**src/rtl/core_pkg.sv**
```systemverilog
// Shared definitions for the execution sequencer: FSM state encoding and the
// EBREAK opcode that halts free-running execution.
package core_pkg;

    typedef enum logic [1:0] {
        ST_IDLE = 2'b00,
        ST_RUN  = 2'b01,
        ST_HALT = 2'b10
    } seq_state_t;

    localparam logic [31:0] EBREAK_INST = 32'h0010_0073;

endpackage

```
**src/rtl/exec_sequencer_if.sv**
```systemverilog
// Control/status bundle between the execution sequencer and the surrounding core.
interface exec_sequencer_if #(
    parameter int CNT_W = 16
);
    logic             run_sw;
    logic             step_key;
    logic             bp_en;
    logic [7:0]       bp_addr;
    logic [7:0]       pc;
    logic [31:0]      inst;
    logic             cpu_en;
    logic [1:0]       state;
    logic             halted;
    logic [CNT_W-1:0] retired;

    modport master (
        output run_sw, step_key, bp_en, bp_addr, pc, inst,
        input  cpu_en, state, halted, retired
    );

    modport slave (
        input  run_sw, step_key, bp_en, bp_addr, pc, inst,
        output cpu_en, state, halted, retired
    );

endinterface

```
**src/rtl/exec_sequencer_step_debouncer.sv**
```systemverilog
// Synchronises the raw active-low step key, filters bounce with a down-counter,
// and emits a one-cycle pulse on each accepted press (debounced 1->0).
module step_debouncer #(
    parameter int DB_CYCLES = 500_000
) (
    input  logic clk,
    input  logic rst,
    input  logic key_n,
    output logic pulse
);

    localparam int DW = (DB_CYCLES > 2) ? $clog2(DB_CYCLES) : 1;
    localparam logic [DW-1:0] LOAD = DW'(DB_CYCLES - 1);

    logic          sync1;
    logic          sync2;
    logic          level;
    logic [DW-1:0] cnt;

    // cnt reloads whenever the sample matches the accepted level, so only an
    // unbroken run of DB_CYCLES differing samples reaches terminal count.
    always_ff @(posedge clk or negedge rst) begin
        if (!rst) begin
            sync1 <= 1'b1;
            sync2 <= 1'b1;
            level <= 1'b1;
            cnt   <= LOAD;
            pulse <= 1'b0;
        end else begin
            sync1 <= key_n;
            sync2 <= sync1;
            pulse <= 1'b0;
            if (sync2 == level) begin
                cnt <= LOAD;
            end else if (cnt == '0) begin
                level <= sync2;
                cnt   <= LOAD;
                pulse <= ~sync2;
            end else begin
                cnt <= cnt - DW'(1);
            end
        end
    end

endmodule

```
**src/rtl/exec_sequencer.sv**
```systemverilog
// Execution controller: issues one-cycle cpu_en from a RUN prescaler or a
// debounced step key, halting on PC breakpoint or EBREAK with step-over.
//
// state   | meaning
// IDLE    | stopped; each accepted step press issues one cpu_en
// RUN     | free-run; cpu_en every TICK_DIV cycles unless a hit halts
// HALT    | stopped on hit; step executes the halting instruction, back to RUN
module exec_sequencer
    import core_pkg::*;
#(
    parameter int TICK_DIV  = 50_000_000,
    parameter int DB_CYCLES = 500_000,
    parameter int CNT_W     = 16
) (
    input logic             clk,
    input logic             rst,
    exec_sequencer_if.slave bus
);

    localparam int PW = (TICK_DIV > 2) ? $clog2(TICK_DIV) : 1;
    localparam logic [PW-1:0] PRESC_LAST = PW'(TICK_DIV - 1);

    seq_state_t       state_q, state_d;
    logic             cpu_en_q, cpu_en_d;
    logic             skip_q, skip_d;
    logic [PW-1:0]    presc_q;
    logic [CNT_W-1:0] retired_q;
    logic             step_pulse;
    logic             tick;
    logic             hit;

    step_debouncer #(
        .DB_CYCLES(DB_CYCLES)
    ) u_step_debouncer (
        .clk   (clk),
        .rst   (rst),
        .key_n (bus.step_key),
        .pulse (step_pulse)
    );

    assign tick = (state_q == ST_RUN) && (presc_q == PRESC_LAST);
    assign hit  = (bus.bp_en && (bus.pc == bus.bp_addr)) || (bus.inst == EBREAK_INST);

    // Held at zero outside RUN so the first instruction lands TICK_DIV cycles after entry.
    always_ff @(posedge clk or negedge rst) begin
        if (!rst) begin
            presc_q <= '0;
        end else if ((state_q == ST_RUN) && !tick) begin
            presc_q <= presc_q + PW'(1);
        end else begin
            presc_q <= '0;
        end
    end

    always_ff @(posedge clk or negedge rst) begin
        if (!rst) begin
            state_q  <= ST_IDLE;
            cpu_en_q <= 1'b0;
            skip_q   <= 1'b0;
        end else begin
            state_q  <= state_d;
            cpu_en_q <= cpu_en_d;
            skip_q   <= skip_d;
        end
    end

    always_comb begin
        state_d  = state_q;
        cpu_en_d = 1'b0;
        skip_d   = skip_q;
        unique case (state_q)
            ST_IDLE: begin
                skip_d = 1'b0;
                if (bus.run_sw) begin
                    state_d = ST_RUN;
                end else if (step_pulse) begin
                    cpu_en_d = 1'b1;
                end
            end
            ST_RUN: begin
                if (!bus.run_sw) begin
                    state_d = ST_IDLE;
                    skip_d  = 1'b0;
                end else if (tick) begin
                    if (hit && !skip_q) begin
                        state_d = ST_HALT;
                    end else begin
                        cpu_en_d = 1'b1;
                        skip_d   = 1'b0;
                    end
                end
            end
            ST_HALT: begin
                if (!bus.run_sw) begin
                    state_d = ST_IDLE;
                end else if (step_pulse) begin
                    cpu_en_d = 1'b1;
                    skip_d   = 1'b1;
                    state_d  = ST_RUN;
                end
            end
            default: begin
                state_d = ST_IDLE;
                skip_d  = 1'b0;
            end
        endcase
    end

    always_ff @(posedge clk or negedge rst) begin
        if (!rst) begin
            retired_q <= '0;
        end else if (cpu_en_q && (retired_q != {CNT_W{1'b1}})) begin
            retired_q <= retired_q + CNT_W'(1);
        end
    end

    assign bus.cpu_en  = cpu_en_q;
    assign bus.state   = state_q;
    assign bus.halted  = (state_q == ST_HALT);
    assign bus.retired = retired_q;

endmodule

```
**src/flat_wrapper.sv**
```systemverilog
// flat-port wrapper written by rule: the top's interface ports become plain ports
module exec_sequencer_flat import core_pkg::*;
#(
    parameter int TICK_DIV  = 50_000_000,
    parameter int DB_CYCLES = 500_000,
    parameter int CNT_W     = 16
)
  (clk, rst, bus_run_sw, bus_step_key, bus_bp_en, bus_bp_addr, bus_pc, bus_inst, bus_cpu_en, bus_state, bus_halted, bus_retired);
  exec_sequencer_if #(.CNT_W(CNT_W)) bus_i ();
  input logic clk;
  input logic rst;
  input wire logic [$bits(bus_i.run_sw)-1:0] bus_run_sw;
  input wire logic [$bits(bus_i.step_key)-1:0] bus_step_key;
  input wire logic [$bits(bus_i.bp_en)-1:0] bus_bp_en;
  input wire logic [$bits(bus_i.bp_addr)-1:0] bus_bp_addr;
  input wire logic [$bits(bus_i.pc)-1:0] bus_pc;
  input wire logic [$bits(bus_i.inst)-1:0] bus_inst;
  output wire logic [$bits(bus_i.cpu_en)-1:0] bus_cpu_en;
  output wire logic [$bits(bus_i.state)-1:0] bus_state;
  output wire logic [$bits(bus_i.halted)-1:0] bus_halted;
  output wire logic [$bits(bus_i.retired)-1:0] bus_retired;
  assign bus_i.run_sw = bus_run_sw;
  assign bus_i.step_key = bus_step_key;
  assign bus_i.bp_en = bus_bp_en;
  assign bus_i.bp_addr = bus_bp_addr;
  assign bus_i.pc = bus_pc;
  assign bus_i.inst = bus_inst;
  assign bus_cpu_en = bus_i.cpu_en;
  assign bus_state = bus_i.state;
  assign bus_halted = bus_i.halted;
  assign bus_retired = bus_i.retired;
  exec_sequencer #(.TICK_DIV(TICK_DIV), .DB_CYCLES(DB_CYCLES), .CNT_W(CNT_W)) u_core (.clk(clk), .rst(rst), .bus(bus_i));
endmodule
```
**config.mk**
```make
export PLATFORM = sky130hd
export DESIGN_NAME = exec_sequencer_flat
export DESIGN_NICKNAME = d
export VERILOG_FILES = /design/src/rtl/core_pkg.sv /design/src/rtl/exec_sequencer_if.sv /design/src/rtl/exec_sequencer_step_debouncer.sv /design/src/rtl/exec_sequencer.sv /design/src/flat_wrapper.sv
export SDC_FILE = /design/constraint.sdc
export NUM_CORES = 1
export LEC_CHECK = 0
export BUFFER_PORTS_ARGS = -buffer_cell sky130_fd_sc_hd__buf_2
export CORE_UTILIZATION = 48
export CTS_BUF_LIST = sky130_fd_sc_hd__clkbuf_8
export CTS_CLUSTER_DIAMETER = 100
export CTS_CLUSTER_SIZE = 12
export DETAILED_ROUTE_END_ITERATION = 8
export GPL_TIMING_DRIVEN = 0
export PLACE_DENSITY = 0.81
export SETUP_SLACK_MARGIN = 0.5
export SLEW_MARGIN = 0
export SYNTH_ARGS = -nofsm -noshare
export SYNTH_HDL_FRONTEND = slang
export SYNTH_SLANG_ARGS = --single-unit
```
**constraint.sdc**
```tcl
create_clock -name clk -period 6.5 [get_ports clk]
set_clock_uncertainty 0.2 [all_clocks]
set_input_delay 0.65 -clock clk [delete_from_list [all_inputs] [get_ports clk]]
set_output_delay 0.65 -clock clk [all_outputs]
set_load 0.01 [all_outputs]
```
==> out/qor.yml, run 1 <==
synth:
  synth_edf_count: 0
  netlist_instances: 346
  yosys_warnings: 0
  synth_ff_type: "dfrtp_1"
  ys_ff_latch: 69
  yosys.cell_types.count: 44
  yosys-top-cells-area: "dfrtp_1 40%, dfstp_2 11%, xnor2_1 9.1%, xor2_1 6.1%, nor2_1 5.1%"
  netlist.area_leader.share_pct: 39.77
  synth_nets: 406
  syn_avg_cell_area_um2: 10.00
  synth_area_um2: 3461
  yosysTopAreaCell: "dfrtp_1"
  postSynth.asyncResetShare_pct: 100.0
  yosysSeqAreaShare_pct: 50.40
global_routing:
  grt_util_all_layers_pct: 20.31
  grt_pass1_wl_um: 11920
  antenna_found_initial: 0
  grt-ovfl-total: 0
  grt_pass1_vias: 2793
  grt_max_degree: 70
run:
  cap_violations: 0
power_and_ir_drop:
  p_leak_nw: 1.895
  finalPower_mw: 0.8761
  p_per_area_nw_per_um2: 212.6
  irDropWorstVdd_uv: 133.9
run_status:
  outcome: "completed"
cts:
  cts.sinks: 69
  cts_made_buffers: 9
  post_cts_resized: 0
  hold_buffers: 0
  cts_root_buf: "clkbuf_8"
  postCtsSetupRepairBufs: 0
  htreeDepth: 3
  path_clk_slew_ps: 70
  clock_path_buffers: 2
  cts_tree: "yes"
  clk_latency_ps: 340
timing:
  max_freq_mhz: 371.4
  fin_crit_sh_pct: 41.42
  worst_pin_slew_ps: 831.3
  timing.final.crit_period_ps: 2692
  setup-violations-final: 0
  rsz0062_at_grt: "no"
  drv_slew: 0
  final.setup.worst_slack_ps: 3808
  finalSetupTns_ps: 0
  relSlewSlack_pct: 44.58
  hold_violations: 0
placed_design:
  place_hpwl_um: 4980
  routabilityCongestion: 0.8010
  place_ws_ps: 3820
  port_buffers: 72
  dp_cells: 514
  placed_area_um2: 3944
worst_setup_path:
  arrival_ps: 2710
  crit_type: "flop to flop"
  cpMaxStageDelayCell: "or4_4"
  cp_data_required_time_ps: 6520
  path_cells: "or4_4, or3_1, buf_2, or4b_4, nand2_1, nor2_1"
  crit_buf_inv: 1
  crit_family: "simple AND/OR/NAND/NOR gates"
  max_stage_delay_ps: 570
  start_kind: "flop"
  cp_max_fo: 8
  critPathCaptureType: "flop"
finish:
  seq_area_um2: 1744
  mostFrequentLayoutCells: "72 x buf_2, 55 x dfrtp_1, 47 x nor2_1"
  layout_commonest_cell: "buf_2"
  drive_above_1_share_pct: 24.94
  final_cells: 529
  diodes: 0
  fin_nets: 489
  design_area_um2: 4121
  fill_cells: 589
  multi_input_comb_area_um2: 1659
  area_growth_pct: 19.09
floorplan:
  dieArea_um2: 7553
  fp-row-count: 30
  fp.dieH_um: 86.91
  floorplan.initialDensity_pct: 50.38
  fp.dieW_um: 86.91
  core_um2: 6869
  io-pin-count: 73
routing:
  wl_per_cell_um: 12.71
  drt-initial-drc-count: 121
  ant_nets: 0
  vias: 2733
  remaining_drc_errors: 0
  avgViaCountPerCell: 5.166
  routed_wl_um: 6722
  dr.pass1.iters: 4
min_path:
  hp-class: "flop to flop"
## layout make-up
cell class,instances,area share (%)
well taps,96,2.914
repair buffers,72,8.804
plain buffers,4,0.5768
multi-input cells,264,40.26
clock buffers,12,4.007
clock inverters,3,0.3036
inverters,9,0.8197
flip-flops and latches,69,42.32
## path summary, 6_finish.rpt
kind                                                           from                                  endpoint  slack [ps]  cells after the start
setup / recovery           u_core.u_step_debouncer.cnt[5]$_DFF_PN0_  u_core.u_step_debouncer.cnt[6]$_DFF_PN0_        3810                      6
hold / removal              u_core.u_step_debouncer.sync1$_DFF_PN1_   u_core.u_step_debouncer.sync2$_DFF_PN1_         160                      0
setup reg to reg           u_core.u_step_debouncer.cnt[5]$_DFF_PN0_  u_core.u_step_debouncer.cnt[6]$_DFF_PN0_        3810                      6
hold reg to reg             u_core.u_step_debouncer.sync1$_DFF_PN1_   u_core.u_step_debouncer.sync2$_DFF_PN1_         160                      0
max in group asynchronous                                       rst         u_core.bus.retired[2]$_DFFE_PN0P_        5350                      1
min in group asynchronous                                       rst                 u_core.skip_q$_DFFE_PN0P_         220                      1
## per-stage QoR
| stage | util, % | hold WS (ps) |
|---|---|---|
| final | 60.00 | 156.6 |
| after detailed placement | 57.41 | 146.8 |
| after global routing | 60.00 | 165.4 |
| after floorplan | - | 145.2 |
| after global placement | 57.38 | 146.4 |
| after CTS | 60.00 | 156.8 |
## cells in the mapped netlist (4+ instances only)
library cell   n
nand3_1       18
xnor2_1       36
nor3_1        10
or3_1          5
ha_1           7
inv_1          9
nand2_1       37
dfrtp_1       55
nand4_1       14
nor2_1        47
a21oi_1        5
nor4_1        10
nor4b_1        4
xor2_1        24
o21ai_0        4
dfstp_2       14
and3_1        13
## flip-flops by register name (all words and copies together) (netlist names)
name                           cells
u_core.u_step_debouncer.sync2      1
u_core.skip_q                      1
u_core.u_step_debouncer.sync1      1
u_core.bus.retired                16
u_core.u_step_debouncer.cnt       19
u_core.bus.cpu_en                  1
u_core.bus.state                   2
u_core.u_step_debouncer.level      1
u_core.presc_q                    26
u_core.u_step_debouncer.pulse      1
## layer usage
metal / GRT usage [%] / share of wire (%)
met1: 24.26 / 45
met2: 34.86 / 50
met3: 7.014 / 3.9
met4: 5.455 / 1.0
met5: 0 / 0
## kinds of logic after synthesis
logic type	synth area share, %
muxes	0.9400
buffers and inverters	1.663
adders and majority gates	2.531
and+or+nand+nor	25.74
AOI/OAI and AO/OA	3.543
DFF	50.40
xor gates and xnor gates	15.18
## report_power, final
group	internal, mW	leakage [nW]	switching (mW)	total (mW)
clock network	0.164	0.101	0.147	0.312
registers	0.444	0.913	0.0136	0.457
logic	0.0420	0.882	0.0653	0.107
total	0.650	1.90	0.226	0.876
## worst reg2reg max path: cells and delay by family (launching register included)
kind          cells  cell delay [ps]
simple gates      5             1780
flops             1              430
buf+inv           1              170
(Power assumes the default switching activity.)
==> run 2, diff against run 1 <==
ABC_AREA = 1   (was default)
PLACE_DENSITY = 0.8   (was 0.81)
clock period = 2.6 ns   (was 6.5 ns; I/O delays follow)
==> run 2 against run 1 <==
Against the previous run: critical path depth grew 6; sequential power increased to 2.6 times the previous value; non-clock buffer count grew 6; clock-buffer cell count fell by 1; flip-flop and latch count is the same; final cell count increased by 32%.
==> out/qor.yml, run 2 <==
placed_design:
  place_ws_ps: 484.8
  routabilityCongestion: 0.8107
  port_buffers: 72
  place_hpwl_um: 5686
cts:
  cts_made_buffers: 9
  cts_root_buf: "clkbuf_8"
  cts.sinks: 69
  cts_tree: "yes"
  clk_latency_ps: 350
  htreeDepth: 3
  path_clk_slew_ps: 70
  clock_path_buffers: 2
synth:
  netlist_instances: 501
  synth_nets: 561
  postSynth.asyncResetShare_pct: 100.0
  synth.top_cells.by_count: "113 x nand2_1, 95 x nor2_1, 76 x inv_1"
  synth_ff_type: "dfrtp_1"
  synth_top_family_by_area: "simple AND/OR/NAND/NOR gates"
  synth-adder-area-share_pct: 2.269
  synth_edf_count: 0
  syn_avg_cell_area_um2: 7.704
  ys_ff_latch: 69
  yosysTopAreaCell: "dfrtp_1"
  synth_compound_area_share_pct: 4.700
  netlist.area_leader.share_pct: 35.66
  synth_xor_area_share_pct: 7.261
  yosys-top-cells-area: "dfrtp_1 36%, nand2_1 11%, dfstp_2 9.5%, nor2_1 9.2%, inv_1 7.4%"
  yosys.cell_types.count: 37
  yosys_warnings: 0
  yosysSeqAreaShare_pct: 45.19
  synth_area_um2: 3860
  muxShareOfSynthArea_pct: 0
  synth.most_common_cell: "nand2_1"
  yosys.area_share.simple_pct: 32.38
min_path:
  min_path_cells: 4
  hp-class: "primary input to flop"
worst_setup_path:
  cpMaxStageDelayCell: "dfrtp_1"
  critPathCaptureType: "flop"
  cp_max_fo: 5
  r2r.worst_path.cells: 12
  crit_type: "flop to flop"
  start_kind: "flop"
  path_cells: "ha_2, nand2_1, inv_2, nand2_4, nor2_4, nand2_4, nor2_4, nand3_4, nor3_4, nand2_1, nor2_1, nor2_1"
  max_stage_delay_ps: 380
  arrival_ps: 2020
  cp_data_required_time_ps: 2630
power_and_ir_drop:
  p_int_mw: 1.860
  p_per_area_nw_per_um2: 570.3
  irDropWorstVdd_uv: 244.2
  switching_share_pct: 30.32
  clockPowerShare_pct: 34.0
  p_leak_nw: 2.366
  pwr-share-seq_pct: 44.9
  power_frac_comb_pct: 21.1
  p_sw_mw: 0.8094
timing:
  drv_slew: 0
  worst_pin_slew_ps: 843.2
  relSlewSlack_pct: 43.78
  finalSetupTns_ps: 0
  final.setup.worst_slack_ps: 609.9
  setup-violations-final: 0
  timing.final.crit_period_ps: 1990
  hold_violations: 0
  max_freq_mhz: 502.5
  rsz0062_at_grt: "yes"
  fin_crit_sh_pct: 76.54
finish:
  largest_reg_flops: 26
  fin_nets: 652
  max_flop_register: "u_core.presc_q"
  multi_input_comb_area_um2: 1854
  diodes: 0
  area_growth_pct: 21.26
  fill_cells: 660
  seq_area_um2: 1744
  mostFrequentLayoutCells: "112 x nand2_1, 91 x nor2_1, 76 x inv_1"
  layout_commonest_cell: "nand2_1"
  drive_above_1_share_pct: 23.95
global_routing:
  use_met2_pct: 34.96
  grt_pass1_vias: 3245
  grt_pass1_wl_um: 13600
  met3_usage_pct: 4.146
  antenna_found_initial: 0
  grt_util_all_layers_pct: 19.96
  grt-ovfl-total: 0
  grt_max_degree: 70
  global_route.peak_usage_layer: "met2"
  grt_use_met1_pct: 24.18
floorplan:
  core_um2: 7767
  fp.dieH_um: 91.68
  fp-row-count: 32
  fp.dieW_um: 91.68
  floorplan.initialDensity_pct: 49.69
  dieArea_um2: 8404
  io-pin-count: 73
routing:
  vias: 3363
  avgViaCountPerCell: 4.811
  dr.pass1.iters: 4
  wl_per_cell_um: 11.02
  drt-initial-drc-count: 183
  routed_wl_um: 7704
  ant_nets: 0
  remaining_drc_errors: 0
run:
  cap_violations: 0
run_status:
  outcome: "completed"
-- run 2: final timing paths --
path | from | endpoint | slack [ps]
max | u_core.presc_q[1]$_DFF_PN0_ | u_core.presc_q[24]$_DFF_PN0_ | 610
min | bus_run_sw | u_core.bus.cpu_en$_DFF_PN0_ | 80
max reg2reg | u_core.presc_q[1]$_DFF_PN0_ | u_core.presc_q[24]$_DFF_PN0_ | 610
min reg2reg | u_core.u_step_debouncer.sync1$_DFF_PN1_ | u_core.u_step_debouncer.sync2$_DFF_PN1_ | 160
max in group asynchronous | rst | u_core.u_step_debouncer.cnt[10]$_DFF_PN0_ | 1280
min in group asynchronous | rst | u_core.skip_q$_DFFE_PN0P_ | 370
-- run 2: area by class of cell --
cell class / instances / area share [%]
inverter: 80 / 6.415
timing repair buffer: 80 / 9.142
multi-input combinational: 350 / 39.62
buffer: 2 / 0.3475
clock inverter: 5 / 1.256
tap: 102 / 2.727
sequential: 69 / 37.26
clock buffer: 11 / 3.234
-- run 2: timing repair --
item                                    4_1_cts  5_1_grt
endpoints found under the hold margin        56        0
gates resized for setup                       1       13
setup buffers                                 1        5
hold buffers                                  2        0
pin swaps                                     1        3
endpoints found under the setup margin        8       43
-- run 2: cells by family after synthesis --
| family | Yosys count |
|---|---|
| AO/OA/AOI/OAI | 32 |
| XOR/XNOR | 32 |
| adder cells (fa/ha/maj) | 7 |
| buffers and inverters | 82 |
| flip-flops | 69 |
| AND/OR/NAND/NOR | 279 |
-- run 2: per-layer routing --
metal | share of wire [%] | vias to the layer above | wire length, um
li1 | - | 1735 | -
met1 | 45 | 1544 | 3489
met2 | 49 | 73 | 3792
met3 | 4.2 | 11 | 321
met4 | 1.3 | 0 | 101
met5 | 0 | - | 0
-- run 2: power groups by stage --
stage / combinational [mW] / sequential, mW / clock [mW]
global placement: 0.531 / 1.22 / 0
detailed placement: 0.546 / 1.22 / 0
floorplan: 0.353 / 1.23 / 0
global route: 0.651 / 1.21 / 0.963
finish: 0.562 / 1.20 / 0.909
CTS: 0.552 / 1.20 / 0.928
-- run 2: critical path, delay by kind of cell (launching register included) --
kind / cells / cell delay, ps
DFF: 1 / 380
and+or+nand+nor: 10 / 1010
adders and majority gates: 1 / 190
buffers and inverters: 1 / 80
-- run 2: through the flow --
step / power (mW) / area, um2 / util, % / hold WS, ps / cells
floorplan: 1.578 / 3860 / - / -235.6 / 501
global placement: 1.748 / 4348 / 55.98 / 148.6 / 675
detailed placement: 1.768 / 4350 / 56.01 / 148.7 / 675
CTS: 2.682 / 4591 / 59.10 / 55.77 / 694
global route: 2.822 / 4681 / 60.26 / 98.55 / 699
finish: 2.669 / 4681 / 60.26 / 76.27 / 699
==> run 3, diff against run 2 <==
ABC_AREA = 0   (was 1)
PLACE_DENSITY = 0.81   (was 0.8)
clock period = 1.97 ns   (was 2.6 ns; I/O delays follow)
==> run 3 against run 2 <==
Against the previous run: the run now ends with negative setup slack left; largest power group unchanged; routed wire length rose by 27%; hold slack gained 82 ps; clock-buffer cell count rose by 2; critical endpoint is now u_core.u_step_debouncer.cnt[2]$_DFF_PN1_.
==> out/qor.yml, run 3 (synthesis results as in run 1) <==
run_status:
  outcome: "finished with violations"
  violations: "negative setup slack"
finish:
  drive_above_1_share_pct: 49.17
  diodes: 0
  area_growth_pct: 49.86
  layout_commonest_cell: "buf_2"
  final_cells: 578
  mostFrequentLayoutCells: "66 x buf_2, 51 x dfrtp_1, 32 x xnor2_1"
  max_flop_register: "u_core.presc_q"
  design_area_um2: 5186
  fin_nets: 537
  largest_reg_flops: 26
routing:
  routed_wl_um: 9799
  vias: 3220
  met3_length_um: 436
  avgViaCountPerCell: 5.571
  highest_layer: "met4"
  wl_per_cell_um: 16.95
  drt-initial-drc-count: 172
  dr.pass1.iters: 4
  wl_met2_um: 5356
  ant_nets: 0
  remaining_drc_errors: 0
  wl_met1_um: 3770
global_routing:
  antenna_found_initial: 0
  grt_pass1_wl_um: 13660
  grt-ovfl-total: 0
  grt_util_all_layers_pct: 23.37
  grt_pass1_vias: 3099
  grt_max_degree: 70
cts:
  cts_made_buffers: 9
  htreeDepth: 3
  clock_path_buffers: 2
  path_clk_slew_ps: 70
  cts_tree: "yes"
  clk_latency_ps: 340
  cts_root_buf: "clkbuf_8"
  cts.sinks: 69
floorplan:
  floorplan.initialDensity_pct: 50.38
  core_um2: 6869
  dieArea_um2: 7553
  fp.dieH_um: 86.91
  fp-row-count: 30
  io-pin-count: 73
  fp.dieW_um: 86.91
timing:
  worst_pin_slew_ps: 871.2
  hold_violations: 0
  drv_slew: 0
  relSlewSlack_pct: 41.48
  timing.final.crit_period_ps: 2525
  setup-violations-final: 49
  fin_crit_sh_pct: 128.2
  final.setup.worst_slack_ps: -554.6
  max_freq_mhz: 396.1
  rsz0062_at_grt: "yes"
worst_setup_path:
  arrival_ps: 2610
  max_stage_delay_ps: 540
  cpMaxStageDelayCell: "or4_4"
  rrSetupSlack_ps: -550
  crit_type: "flop to flop"
  critPathCaptureType: "flop"
  start_kind: "flop"
  cp_data_required_time_ps: 2060
  path_cells: "or4_4, or3_4, buf_6, or4b_4, and2_4, buf_8, nand2_1"
  cp_max_fo: 8
run:
  cap_violations: 0
placed_design:
  routabilityCongestion: 0.8037
  dp_cells: 514
  placed_area_um2: 4121
  port_buffers: 72
  place_hpwl_um: 5039
power_and_ir_drop:
  p_int_mw: 2.477
  p_sw_mw: 0.9918
  switching_share_pct: 28.60
  irDropWorstVdd_uv: 585.7
  p_leak_nw: 2.294
  p_per_area_nw_per_um2: 668.8
  pwr-share-seq_pct: 43.8
  clockPowerShare_pct: 31.6
  power_frac_comb_pct: 24.6
min_path:
  hp-class: "flop to flop"
[run 3: cell types whose count changed in the layout (fill, tap and decap cells not counted), sizes merged, moves of 5 or more]
cell | before | now
a21oi | 15 | 5
nand2 | 119 | 37
buf | 80 | 120
and3 | 0 | 13
nor4 | 4 | 10
nor2 | 100 | 47
o21ai | 11 | 4
nand3 | 28 | 18
or3 | 0 | 5
xnor2 | 10 | 36
inv | 80 | 12
[run 3: repair_timing]
item	4_1_cts	5_1_grt
hold buffers	3	0
buffers inserted	30	13
gates cloned	1	1
hold endpoints to repair	57	0
pin swaps	33	22
resized for setup	41	72
endpoints found under the setup margin	66	72
[run 3: final cells by class]
type / count / area [um2]
clock buffer: 13 / 178.9
clock inverter: 3 / 11.26
sequential: 69 / 1749
inverter: 9 / 38.79
timing repair buffer: 120 / 844.6
fill: 398 / 1683
multi-input combinational: 264 / 2177
tap: 96 / 120.1
buffer: 4 / 66.31
[run 3: worst paths after layout]
path,cells past startpoint,from,endpoint
worst max-delay path,7,u_core.u_step_debouncer.cnt[8]$_DFF_PN1_,u_core.u_step_debouncer.cnt[2]$_DFF_PN1_
worst min-delay path,0,u_core.u_step_debouncer.sync1$_DFF_PN1_,u_core.u_step_debouncer.sync2$_DFF_PN1_
max in group asynchronous,2,rst,u_core.bus.retired[3]$_DFFE_PN0P_
min in group asynchronous,2,rst,u_core.presc_q[12]$_DFF_PN0_
worst max register to register,7,u_core.u_step_debouncer.cnt[8]$_DFF_PN1_,u_core.u_step_debouncer.cnt[2]$_DFF_PN1_
worst min register to register,0,u_core.u_step_debouncer.sync1$_DFF_PN1_,u_core.u_step_debouncer.sync2$_DFF_PN1_
[run 3: critical path, delay by kind of cell, from the launching register on]
kind | cells | cell delay, ps
flip-flops | 1 | 380
AND/OR/NAND/NOR | 5 | 1630
buffers and inverters | 2 | 250
[run 3: stage by stage]
step	util (%)	hold slack [ps]	power, mW	TNS [ps]	setup WS (ps)
finish	75.50	157.8	3.468	-16860	-554.6
global route	75.50	160.8	3.595	-19500	-599.7
CTS	69.42	159.8	3.220	-11200	-549.5
detailed placement	60.00	103.1	1.974	-13510	-694.1
global placement	59.96	101.8	1.954	-12470	-659.6
floorplan	-	-298.6	1.809	-9989	-531.4
[run 3: power groups by stage]
stage,clock network (mW),registers (mW),logic [mW]
6_report,1.10,1.52,0.852
5_1_grt,1.17,1.52,0.903
4_1_cts,1.10,1.51,0.611
3_5_place_dp,0,1.54,0.438
3_3_place_gp,0,1.53,0.422
2_1_floorplan,0,1.53,0.279
[run 3: routing by layer]
| layer | track usage, % | vias up |
|---|---|---|
| met5 | 0 | - |
| met4 | 6.515 | 0 |
| met3 | 6.351 | 31 |
| met2 | 43.66 | 116 |
| met1 | 25.90 | 1614 |
| li1 | - | 1459 |
